==> config.mk <==
export PLATFORM = sky130hd
export DESIGN_NAME = picmicro_interrupt_controller_flat
export DESIGN_NICKNAME = d
export VERILOG_FILES = /design/src/rtl/picmicro_intcon_pkg.sv /design/src/rtl/picmicro_interrupt_controller_if.sv /design/src/rtl/picmicro_edge_sync.sv /design/src/rtl/picmicro_interrupt_controller.sv /design/src/flat_wrapper.sv
export SDC_FILE = /design/constraint.sdc
export NUM_CORES = 1
export LEC_CHECK = 0
export CAP_MARGIN = 25
export CORE_MARGIN = 1.5
export CORE_UTILIZATION = 43
export CTS_BUF_LIST = sky130_fd_sc_hd__clkbuf_2
export DETAILED_ROUTE_END_ITERATION = 7
export PLACE_DENSITY = 0.77
export SYNTH_ARGS = -nofsm -noshare
export SYNTH_HDL_FRONTEND = slang
export SYNTH_SLANG_ARGS = --single-unit
==> constraint.sdc <==
create_clock -name clk -period 1 [get_ports clk]
set_input_delay 0.2 -clock clk [delete_from_list [all_inputs] [get_ports clk]]
set_output_delay 0.2 -clock clk [all_outputs]
set_load 0.01 [all_outputs]
==> src/rtl/picmicro_intcon_pkg.sv <==
// Shared INTCON definitions for the midrange interrupt controller: bit positions,
// reset value, nesting-state encoding and the pending-interrupt helper.
package picmicro_intcon_pkg;

    localparam int GIE  = 7;
    localparam int PEIE = 6;
    localparam int T0IE = 5;
    localparam int INTE = 4;
    localparam int RBIE = 3;
    localparam int T0IF = 2;
    localparam int INTF = 1;
    localparam int RBIF = 0;

    localparam logic [8:0] INTCON_ADDR = 9'h00B;
    localparam logic [7:0] INTCON_RST  = 8'h00;

    typedef enum logic {
        ST_IDLE = 1'b0,
        ST_ISR  = 1'b1
    } nest_state_e;

    // Any enabled source flagged, ignoring GIE.
    function automatic logic intcon_pend(input logic [7:0] ic, input logic periph);
        return (ic[T0IE] & ic[T0IF]) | (ic[INTE] & ic[INTF]) |
               (ic[RBIE] & ic[RBIF]) | (ic[PEIE] & periph);
    endfunction

endpackage

==> src/rtl/picmicro_interrupt_controller_if.sv <==
// Core-facing INTCON register port and interrupt vector/RETFIE handshake.
interface picmicro_interrupt_controller_if;

    logic       intcon_wr_en;
    logic [7:0] intcon_wr_data;
    logic [7:0] intcon_out;
    logic       irq_req;
    logic       irq_ack;
    logic       retfie;
    logic       wake;
    logic       in_isr;

    modport master (
        output intcon_wr_en, intcon_wr_data, irq_ack, retfie,
        input  intcon_out, irq_req, wake, in_isr
    );

    modport slave (
        input  intcon_wr_en, intcon_wr_data, irq_ack, retfie,
        output intcon_out, irq_req, wake, in_isr
    );

endinterface

==> src/rtl/picmicro_edge_sync.sv <==
// Two-flop synchronizer with a previous-value stage; rise/fall are decoded from the
// synchronized value so edges appear one cycle after the value is stable.
module picmicro_edge_sync #(
    parameter int WIDTH = 1
) (
    input  logic             clk,
    input  logic             rst_n,
    input  logic [WIDTH-1:0] din,
    output logic [WIDTH-1:0] sync,
    output logic [WIDTH-1:0] rise,
    output logic [WIDTH-1:0] fall
);

    logic [WIDTH-1:0] meta_r;
    logic [WIDTH-1:0] sync_r;
    logic [WIDTH-1:0] prev_r;

    // Synchronizer chain and previous-value register.
    always_ff @(posedge clk or negedge rst_n) begin
        if (!rst_n) begin
            meta_r <= {WIDTH{1'b0}};
            sync_r <= {WIDTH{1'b0}};
            prev_r <= {WIDTH{1'b0}};
        end else begin
            meta_r <= din;
            sync_r <= meta_r;
            prev_r <= sync_r;
        end
    end

    assign sync = sync_r;
    assign rise = sync_r & ~prev_r;
    assign fall = ~sync_r & prev_r;

endmodule

==> src/rtl/picmicro_interrupt_controller.sv <==
// INTCON owner: latches T0/INT/PORTB-change/peripheral events, raises irq_req and
// tracks interrupt nesting depth across irq_ack / RETFIE.
module picmicro_interrupt_controller
    import picmicro_intcon_pkg::*;
#(
    parameter int NEST_MAX = 7
) (
    input  logic                           clk,
    input  logic                           rst_n,
    picmicro_interrupt_controller_if.slave bus,
    input  logic                           intedg,
    input  logic                           int_pin,
    input  logic [3:0]                     rb_in,
    input  logic                           rb_port_read,
    input  logic                           t0_overflow,
    input  logic                           periph_irq
);

    localparam logic [2:0] NEST_SAT = 3'(NEST_MAX);

    logic [7:0]  intcon_r;
    logic [7:0]  intcon_nxt_s;
    logic [2:0]  depth_r;
    logic [2:0]  depth_nxt_s;
    nest_state_e state_r;
    nest_state_e state_nxt_s;
    logic [3:0]  rb_latch_r;
    logic [3:0]  rb_latch_nxt_s;

    logic        int_sync_s;
    logic        int_rise_s;
    logic        int_fall_s;
    logic [3:0]  rb_sync_s;
    logic [3:0]  rb_rise_s;
    logic [3:0]  rb_fall_s;
    logic        unused_s;

    logic        pend_s;
    logic        irq_req_s;
    logic        ack_ok_s;
    logic        int_evt_s;
    logic        rb_evt_s;

    picmicro_edge_sync #(.WIDTH(1)) u_int_sync (
        .clk   (clk),
        .rst_n (rst_n),
        .din   (int_pin),
        .sync  (int_sync_s),
        .rise  (int_rise_s),
        .fall  (int_fall_s)
    );

    picmicro_edge_sync #(.WIDTH(4)) u_rb_sync (
        .clk   (clk),
        .rst_n (rst_n),
        .din   (rb_in),
        .sync  (rb_sync_s),
        .rise  (rb_rise_s),
        .fall  (rb_fall_s)
    );

    // PORTB change is a level compare against the latch, not an edge.
    assign unused_s = ^{int_sync_s, rb_rise_s, rb_fall_s};

    // Request decode and event qualification.
    always_comb begin
        pend_s    = intcon_pend(intcon_r, periph_irq);
        irq_req_s = intcon_r[GIE] & pend_s;
        ack_ok_s  = bus.irq_ack & irq_req_s;
        int_evt_s = intedg ? int_rise_s : int_fall_s;
        rb_evt_s  = (rb_sync_s != rb_latch_r);
    end

    // INTCON next value: software write, then GIE handshake, then hardware flag sets.
    always_comb begin
        intcon_nxt_s   = intcon_r;
        rb_latch_nxt_s = rb_latch_r;
        if (bus.intcon_wr_en) begin
            intcon_nxt_s = bus.intcon_wr_data;
        end else begin
            intcon_nxt_s = intcon_r;
        end
        if (ack_ok_s) begin
            intcon_nxt_s[GIE] = 1'b0;
        end else if (bus.retfie) begin
            intcon_nxt_s[GIE] = 1'b1;
        end else begin
            intcon_nxt_s[GIE] = intcon_nxt_s[GIE];
        end
        intcon_nxt_s[T0IF] = intcon_nxt_s[T0IF] | t0_overflow;
        intcon_nxt_s[INTF] = intcon_nxt_s[INTF] | int_evt_s;
        intcon_nxt_s[RBIF] = intcon_nxt_s[RBIF] | rb_evt_s;
        if (rb_port_read) begin
            rb_latch_nxt_s = rb_sync_s;
        end else begin
            rb_latch_nxt_s = rb_latch_r;
        end
    end

    // Nesting FSM: depth saturates at both ends; ack wins over retfie.
    always_comb begin
        state_nxt_s = state_r;
        depth_nxt_s = depth_r;
        case (state_r)
            ST_IDLE: begin
                if (ack_ok_s) begin
                    state_nxt_s = ST_ISR;
                    depth_nxt_s = 3'd1;
                end else begin
                    state_nxt_s = ST_IDLE;
                    depth_nxt_s = 3'd0;
                end
            end
            ST_ISR: begin
                if (ack_ok_s) begin
                    depth_nxt_s = (depth_r < NEST_SAT) ? depth_r + 3'd1 : depth_r;
                end else if (bus.retfie) begin
                    depth_nxt_s = depth_r - 3'd1;
                    state_nxt_s = (depth_r == 3'd1) ? ST_IDLE : ST_ISR;
                end else begin
                    depth_nxt_s = depth_r;
                end
            end
            default: begin
                state_nxt_s = ST_IDLE;
                depth_nxt_s = 3'd0;
            end
        endcase
    end

    // State registers.
    always_ff @(posedge clk or negedge rst_n) begin
        if (!rst_n) begin
            intcon_r   <= INTCON_RST;
            depth_r    <= 3'd0;
            state_r    <= ST_IDLE;
            rb_latch_r <= 4'h0;
        end else begin
            intcon_r   <= intcon_nxt_s;
            depth_r    <= depth_nxt_s;
            state_r    <= state_nxt_s;
            rb_latch_r <= rb_latch_nxt_s;
        end
    end

    assign bus.intcon_out = intcon_r;
    assign bus.irq_req    = irq_req_s;
    assign bus.wake       = pend_s;
    assign bus.in_isr     = (state_r == ST_ISR);

endmodule

==> src/flat_wrapper.sv <==
// flat-port wrapper written by rule: the top's interface ports become plain ports
module picmicro_interrupt_controller_flat import picmicro_intcon_pkg::*;
#(
    parameter int NEST_MAX = 7
)
  (clk, rst_n, intedg, int_pin, rb_in, rb_port_read, t0_overflow, periph_irq, bus_intcon_wr_en, bus_intcon_wr_data, bus_irq_ack, bus_retfie, bus_intcon_out, bus_irq_req, bus_wake, bus_in_isr);
  picmicro_interrupt_controller_if bus_i ();
  input  logic clk;
  input  logic rst_n;
  input  logic intedg;
  input  logic int_pin;
  input  logic [3:0] rb_in;
  input  logic rb_port_read;
  input  logic t0_overflow;
  input  logic periph_irq;
  input wire logic [$bits(bus_i.intcon_wr_en)-1:0] bus_intcon_wr_en;
  input wire logic [$bits(bus_i.intcon_wr_data)-1:0] bus_intcon_wr_data;
  input wire logic [$bits(bus_i.irq_ack)-1:0] bus_irq_ack;
  input wire logic [$bits(bus_i.retfie)-1:0] bus_retfie;
  output wire logic [$bits(bus_i.intcon_out)-1:0] bus_intcon_out;
  output wire logic [$bits(bus_i.irq_req)-1:0] bus_irq_req;
  output wire logic [$bits(bus_i.wake)-1:0] bus_wake;
  output wire logic [$bits(bus_i.in_isr)-1:0] bus_in_isr;
  assign bus_i.intcon_wr_en = bus_intcon_wr_en;
  assign bus_i.intcon_wr_data = bus_intcon_wr_data;
  assign bus_i.irq_ack = bus_irq_ack;
  assign bus_i.retfie = bus_retfie;
  assign bus_intcon_out = bus_i.intcon_out;
  assign bus_irq_req = bus_i.irq_req;
  assign bus_wake = bus_i.wake;
  assign bus_in_isr = bus_i.in_isr;
  picmicro_interrupt_controller #(.NEST_MAX(NEST_MAX)) u_core (.clk(clk), .rst_n(rst_n), .bus(bus_i), .intedg(intedg), .int_pin(int_pin), .rb_in(rb_in), .rb_port_read(rb_port_read), .t0_overflow(t0_overflow), .periph_irq(periph_irq));
endmodule
==> results of run 1 <==
-- cell usage after synthesis --
| library cell | count |
|---|---|
| sky130_fd_sc_hd__o211ai_1 | 1 |
| sky130_fd_sc_hd__and2_1 | 2 |
| sky130_fd_sc_hd__nand4_1 | 1 |
| sky130_fd_sc_hd__a21oi_1 | 5 |
| sky130_fd_sc_hd__nor2_1 | 2 |
| sky130_fd_sc_hd__nand2_1 | 10 |
| sky130_fd_sc_hd__nor3_1 | 1 |
| sky130_fd_sc_hd__and3b_1 | 1 |
| sky130_fd_sc_hd__a22oi_2 | 2 |
| sky130_fd_sc_hd__and4b_1 | 1 |
| sky130_fd_sc_hd__a211o_1 | 1 |
| sky130_fd_sc_hd__nand3_1 | 3 |
| sky130_fd_sc_hd__o21ai_0 | 6 |
| sky130_fd_sc_hd__xor2_1 | 3 |
| sky130_fd_sc_hd__dfrtp_1 | 27 |
| sky130_fd_sc_hd__mux2_2 | 8 |
| sky130_fd_sc_hd__buf_2 | 1 |
| sky130_fd_sc_hd__nand3b_1 | 1 |
| sky130_fd_sc_hd__a211oi_1 | 1 |
| sky130_fd_sc_hd__a21o_4 | 1 |
| sky130_fd_sc_hd__xnor2_1 | 1 |
| sky130_fd_sc_hd__mux2i_1 | 2 |
| sky130_fd_sc_hd__ha_1 | 3 |
| sky130_fd_sc_hd__nor2b_1 | 2 |
| sky130_fd_sc_hd__inv_1 | 2 |
| sky130_fd_sc_hd__and3_1 | 1 |
-- through the flow --
step | utilization | hold WS [ns] | area [um2] | cells
after global placement | 0.656 | 0.332 | 1620 | 168
after floorplan | - | -0.0956 | 1120 | 89
after detailed placement | 0.656 | 0.342 | 1620 | 168
after CTS | 0.736 | 0.154 | 1820 | 182
after global routing | 0.746 | 0.118 | 1850 | 181
final | 0.746 | 0.155 | 1850 | 181
-- timing repair --
action,in CTS,in global routing
endpoints found under the setup margin,17,20
gates resized for setup,86,11
pin swaps,15,7
buffers inserted,11,5
hold endpoints to repair,0,0
cloned,0,0
-- final timing paths --
path                                                  from                         end  slack, ns  cells after the start
worst max-delay path              u_core.bus.intcon_out[0]                 bus_irq_req      -0.57                      4
worst min-delay path                                 rst_n  u_core.u_rb_sync.meta_r[0]       0.15                      2
worst max register to register    u_core.bus.intcon_out[0]           u_core.depth_r[0]      -0.36                      5
worst min register to register  u_core.u_rb_sync.meta_r[2]    u_core.u_rb_sync.sync[2]       0.38                      0
max in group asynchronous                            rst_n           u_core.depth_r[0]       0.69                      2
min in group clk                                   int_pin    u_core.u_int_sync.meta_r       0.24                      1
-- layout make-up --
class	count	area, um2	area share
Clock inverter	1	5.00	0.00271
Tap cell	30	37.5	0.0203
Clock buffer	3	15.0	0.00812
Timing Repair Buffer	59	582	0.315
Inverter	2	7.51	0.00406
Sequential cell	27	677	0.366
Multi-Input combinational cell	59	524	0.284
-- critical path, stage by stage, from the launching register on --
cell and delay (ns):
sky130_fd_sc_hd__dfrtp_1 0.46, sky130_fd_sc_hd__a22oi_2 0.23, sky130_fd_sc_hd__nand2_2 0.08, sky130_fd_sc_hd__and2_4 0.14, sky130_fd_sc_hd__buf_6 0.11
-- cell usage in the layout (no fill, tap or decap), drive strengths merged, types with 2 or more instances in the layout --
master         instances
nor2b                  2
xor2                   3
a21oi                  5
nand2                 10
o21ai                  6
buf                   38
inv                    2
nand3                  3
a22oi                  2
ha                     3
and2                   2
clkdlybuf4s50         21
dfrtp                 27
mux2i                  2
clkbuf                 3
nor2                   2
mux2                   8
-- routing by layer --
metal  wire length (um)  vias up  part of all wire
met5                  0        -                 0
li1                   -      434                 -
met4                 63        0             0.023
met1               1070      446              0.39
met2               1380       57              0.50
met3                227       10             0.083
-- flip-flops by register name (all words and copies together), names as in the netlist --
register                  flops
u_core.rb_latch_r             4
u_core.depth_r                3
u_core.u_int_sync.sync        1
u_core.u_rb_sync.meta_r       4
u_core.bus.intcon_out         8
u_core.u_int_sync.prev_r      1
u_core.bus.in_isr             1
u_core.u_int_sync.meta_r      1
u_core.u_rb_sync.sync         4
-- logic make-up (layout without fill, tap and decap cells) --
logic type                 Yosys count  in the layout  share of synthesized area
and+or+nand+nor                     25             25                      0.115
adders and majority gates            3              3                     0.0336
buffers and inverters                3             65                     0.0112
AOI/OAI and AO/OA                   17             17                      0.106
xor gates and xnor gates             4              4                     0.0313
muxes                               10             10                     0.0984
DFF                                 27             27                      0.604
-- report_power, final --
part,leakage [nW],switching [W],internal (W)
logic,0.491,0.000627,0.000802
clock network,0.0164,0.000313,0.0000907
registers,0.309,0.000139,0.00124
total,0.817,0.00108,0.00213
==> flow_summary.json, run 1 <==
{
  "port-buffer-count": 32,
  "route.detailed.drc": 0,
  "finalPower_w": 0.00321,
  "period_share": 1.57,
  "hold_viol_final": 0,
  "worst-path-max-fanout": 2,
  "rsz0062_at_grt": "yes",
  "tritoncts_clock_tree": "done",
  "skew_ns": 0.00880,
  "timing.hold.worst.class": "primary input to async pin",
  "gp_congestion": 0.724,
  "synthesis_to_layout_area_growth_pct": 65.2,
  "post-route-worst-setup-slack_ns": -0.566,
  "fmax_mhz": 639,
  "worst_pin_slew_ns": 0.320,
  "totalWireLength_um": 2740,
  "post_synth_instance_area_um2": 1120,
  "irDropWorstVdd_uv": 1720,
  "violated_checks": "negative setup slack",
  "cellPowerDensity_nw_per_um2": 1740,
  "grt_most_used_layer": "met2",
  "dieArea_um2": 2920,
  "initial_utilization": 0.452,
  "preCtsSetupSlack_ns": -0.686,
  "num_rows": 18,
  "htreeDepth": 1,
  "net_count_final": 177,
  "yosys_register_bits": 27,
  "via_count": 947,
  "floorplan.die.width_um": 54.0,
  "numCtsBuffers": 3,
  "fillers": 164,
  "final_antenna_net_count": 0,
  "synth.avg_cell_area_um2": 12.6,
  "timing.setup.tns_ns": -4.66,
  "globalRouteMet2Util": 0.337,
  "post_route_cells_drive_above_1_share": 0.464,
  "yosysUniqueCellTypes": 26,
  "insertion_delay_ns": 0.35,
  "antenna_violations_before_repair": 0,
  "synth.top_cell.area_share": 0.604,
  "synth_nets": 114,
  "cts_hold_repair.buffers": 0,
  "synth.area.top_cells": "sky130_fd_sc_hd__dfrtp_1, sky130_fd_sc_hd__mux2_2, sky130_fd_sc_hd__ha_1",
  "critical_path_class": "register to output port",
  "static-leakage-power_nw": 0.817,
  "cp-start-kind": "register",
  "gr-total-overflow": 0,
  "clockBufferDepth": 2,
  "result_of_the_run": "finished with violations",
  "dr.pass1.iters": 4,
  "synth_warnings": 0,
  "grtUsageMet1": 0.252,
  "slew-limit-headroom": 0.786,
  "ys_seq_area_frac": 0.604,
  "die_h_um": 54.0,
  "antennaDiodeCount": 0,
  "cp_data_arrival_time_ns": 1.37,
  "synth_top_area_cell": "sky130_fd_sc_hd__dfrtp_1",
  "use_met3": 0.0444,
  "num_io_pins": 33,
  "clock_sink_count": 27,
  "slew_violations": 0,
  "pin_count_of_the_biggest_net_entering_global_routing": 28,
  "drt-initial-drc-count": 20,
  "kind_of_capture_point_of_the_worst_setup_path": "output port",
  "number_of_global_route_vias_before_repair": 939,
  "final_period_minus_worst_setup_slack_ns": 1.57,
  "cts_clock_pin_slew_for_the_worst_setup_and_hold_paths_ns": 0.24,
  "wire_length_of_the_first_global_routing_pass_um": 4040,
  "required_ns": 0.80,
  "maxCapViolCount": 0,
  "clock_tree.root_cell": "sky130_fd_sc_hd__clkbuf_2",
  "drt-vias-per-instance": 5.23,
  "wl_per_cell_um": 15.2,
  "detailed_place_hpwl_um": 1850,
  "globalRouteTotalUtil": 0.202,
  "design.core.area_um2": 2480,
  "gate_count_after_technology_mapping": 89,
  "setup_viol_count_final": 19
}
No activity file was read; power rests on OpenSTA's default activity.
==> inputs of run 2 (changes only) <==
Settings changed: ABC_AREA from default to 0, CORE_UTILIZATION 43 to 45, SYNTH_HIERARCHICAL from default to 1.
==> flow_summary.json, run 2 <==
{
  "post_placement_cell_count": 165,
  "synth.avg_cell_area_um2": 12.7,
  "gate_count_after_technology_mapping": 89,
  "violated_checks": "negative setup slack",
  "number_of_flip_flops_under_the_largest_register_name": 8,
  "static-leakage-power_nw": 0.802,
  "clockBufferDepth": 2,
  "clock_sink_count": 27,
  "initial_utilization": 0.491,
  "wl_per_cell_um": 15.6,
  "rsz0062_at_grt": "yes",
  "fillers": 133,
  "final_cell_mix": "sky130_fd_sc_hd__dfrtp_1, sky130_fd_sc_hd__clkdlybuf4s50_1, sky130_fd_sc_hd__buf_6",
  "num_rows": 17,
  "detailed_place_hpwl_um": 1740,
  "irDropWorstVdd_uv": 1610,
  "multiInputGateArea_um2": 509,
  "synth_nets": 114,
  "final_period_minus_worst_setup_slack_ns": 1.61,
  "final_antenna_net_count": 0,
  "clock_tree.root_cell": "sky130_fd_sc_hd__clkbuf_2",
  "design.core.area_um2": 2300,
  "timing.setup.tns_ns": -4.90,
  "wire_length_of_the_first_global_routing_pass_um": 3950,
  "globalRouteTotalUtil": 0.198,
  "reg2reg_slack_ns": -0.39,
  "fmax_mhz": 620,
  "totalWireLength_um": 2770,
  "port-buffer-count": 32,
  "post_route_cells_drive_above_1_share": 0.450,
  "antenna_violations_before_repair": 0,
  "die_h_um": 53.1,
  "gr-total-overflow": 0,
  "net_count_final": 175,
  "slew_violations": 0,
  "post-route-worst-setup-slack_ns": -0.612,
  "required_ns": 0.80,
  "drt-initial-drc-count": 25,
  "route.detailed.drc": 0,
  "result_of_the_run": "finished with violations",
  "numCtsBuffers": 3,
  "skew_ns": 0.00315,
  "number_of_global_route_vias_before_repair": 928,
  "worst_pin_slew_ns": 0.321,
  "critical_path_class": "register to output port",
  "dr.pass1.iters": 4,
  "layout_commonest_cell": "sky130_fd_sc_hd__dfrtp_1",
  "cellPowerDensity_nw_per_um2": 1770,
  "insertion_delay_ns": 0.36,
  "post_synth_instance_area_um2": 1130,
  "drt-vias-per-instance": 5.34,
  "layout_cell_area_excl_fill_um2": 1810,
  "finalPower_w": 0.00319,
  "antennaDiodeCount": 0,
  "gp_congestion": 0.879,
  "period_share": 1.61,
  "preCtsSetupSlack_ns": -0.698,
  "final_cells": 177,
  "worst-path-max-fanout": 2,
  "total_area_of_sequential_cells_um2": 677,
  "dieArea_um2": 2820,
  "synth_warnings": 6,
  "postPlaceCellArea_um2": 1620,
  "cts_clock_pin_slew_for_the_worst_setup_and_hold_paths_ns": 0.26,
  "via_count": 945,
  "htreeDepth": 1,
  "tritoncts_clock_tree": "done",
  "floorplan.die.width_um": 53.1,
  "hold_viol_final": 0,
  "synthesis_to_layout_area_growth_pct": 60.1,
  "setup_viol_count_final": 17,
  "timing.hold.worst.class": "primary input to async pin",
  "pin_count_of_the_biggest_net_entering_global_routing": 28,
  "slew-limit-headroom": 0.785,
  "cp-start-kind": "register",
  "num_io_pins": 33,
  "cp_data_arrival_time_ns": 1.41,
  "kind_of_capture_point_of_the_worst_setup_path": "output port",
  "maxCapViolCount": 0
}
==> run 2: worst max-delay path: stages (launching register included) <==
cell and delay [ns]:
sky130_fd_sc_hd__dfrtp_1 0.46, sky130_fd_sc_hd__a22oi_2 0.25, sky130_fd_sc_hd__nand2_2 0.09, sky130_fd_sc_hd__and2_4 0.15
sky130_fd_sc_hd__buf_6 0.11
==> run 2: stage by stage <==
step	utilization	hold slack (ns)
final	0.786	0.143
after detailed placement	0.707	0.336
after global routing	0.786	0.116
after global placement	0.707	0.333
after floorplan	-	-0.0956
after CTS	0.752	0.144
==> run 2: what timing repair did <==
action                     in CTS  in global routing
pin swaps                      10                 10
setup buffers                   8                  7
hold buffers                    0                  0
gates resized for setup        69                 15
hold endpoints to repair        0                  0
setup endpoints to repair      16                 18
==> run 2: layer usage <==
metal | GRT usage | routed length [um]
met4 | 0.0598 | 25
met2 | 0.367 | 1460
met3 | 0.0424 | 223
met5 | 0 | 0
met1 | 0.226 | 1060
==> run 2: path summary, 6_finish.rpt <==
check | from | end | cells after the start
worst max-delay path | u_core/bus.intcon_out[4] | bus_irq_req | 4
worst min-delay path | rst_n | u_core/u_int_sync/meta_r | 2
worst max register to register | u_core/bus.intcon_out[4] | u_core/depth_r[0] | 5
worst min register to register | u_core/u_rb_sync/meta_r[1] | u_core/u_rb_sync/sync[1] | 0
max in group asynchronous | rst_n | u_core/depth_r[0] | 2
min in group clk | rb_in[0] | u_core/u_rb_sync/meta_r[0] | 1
==> run 2: final cells by class <==
class / instances / share of cell area
multi-input combinational: 59 / 0.282
timing repair buffer: 57 / 0.307
clock buffer: 3 / 0.00831
clock inverter: 1 / 0.00416
inverter: 2 / 0.00416
sequential: 27 / 0.375
tap: 28 / 0.0194
==> run 2: power by group <==
group / switching, W / internal (W)
registers: 0.000126 / 0.00124
logic: 0.000615 / 0.000783
clock network: 0.000333 / 0.0000927
total: 0.00107 / 0.00212
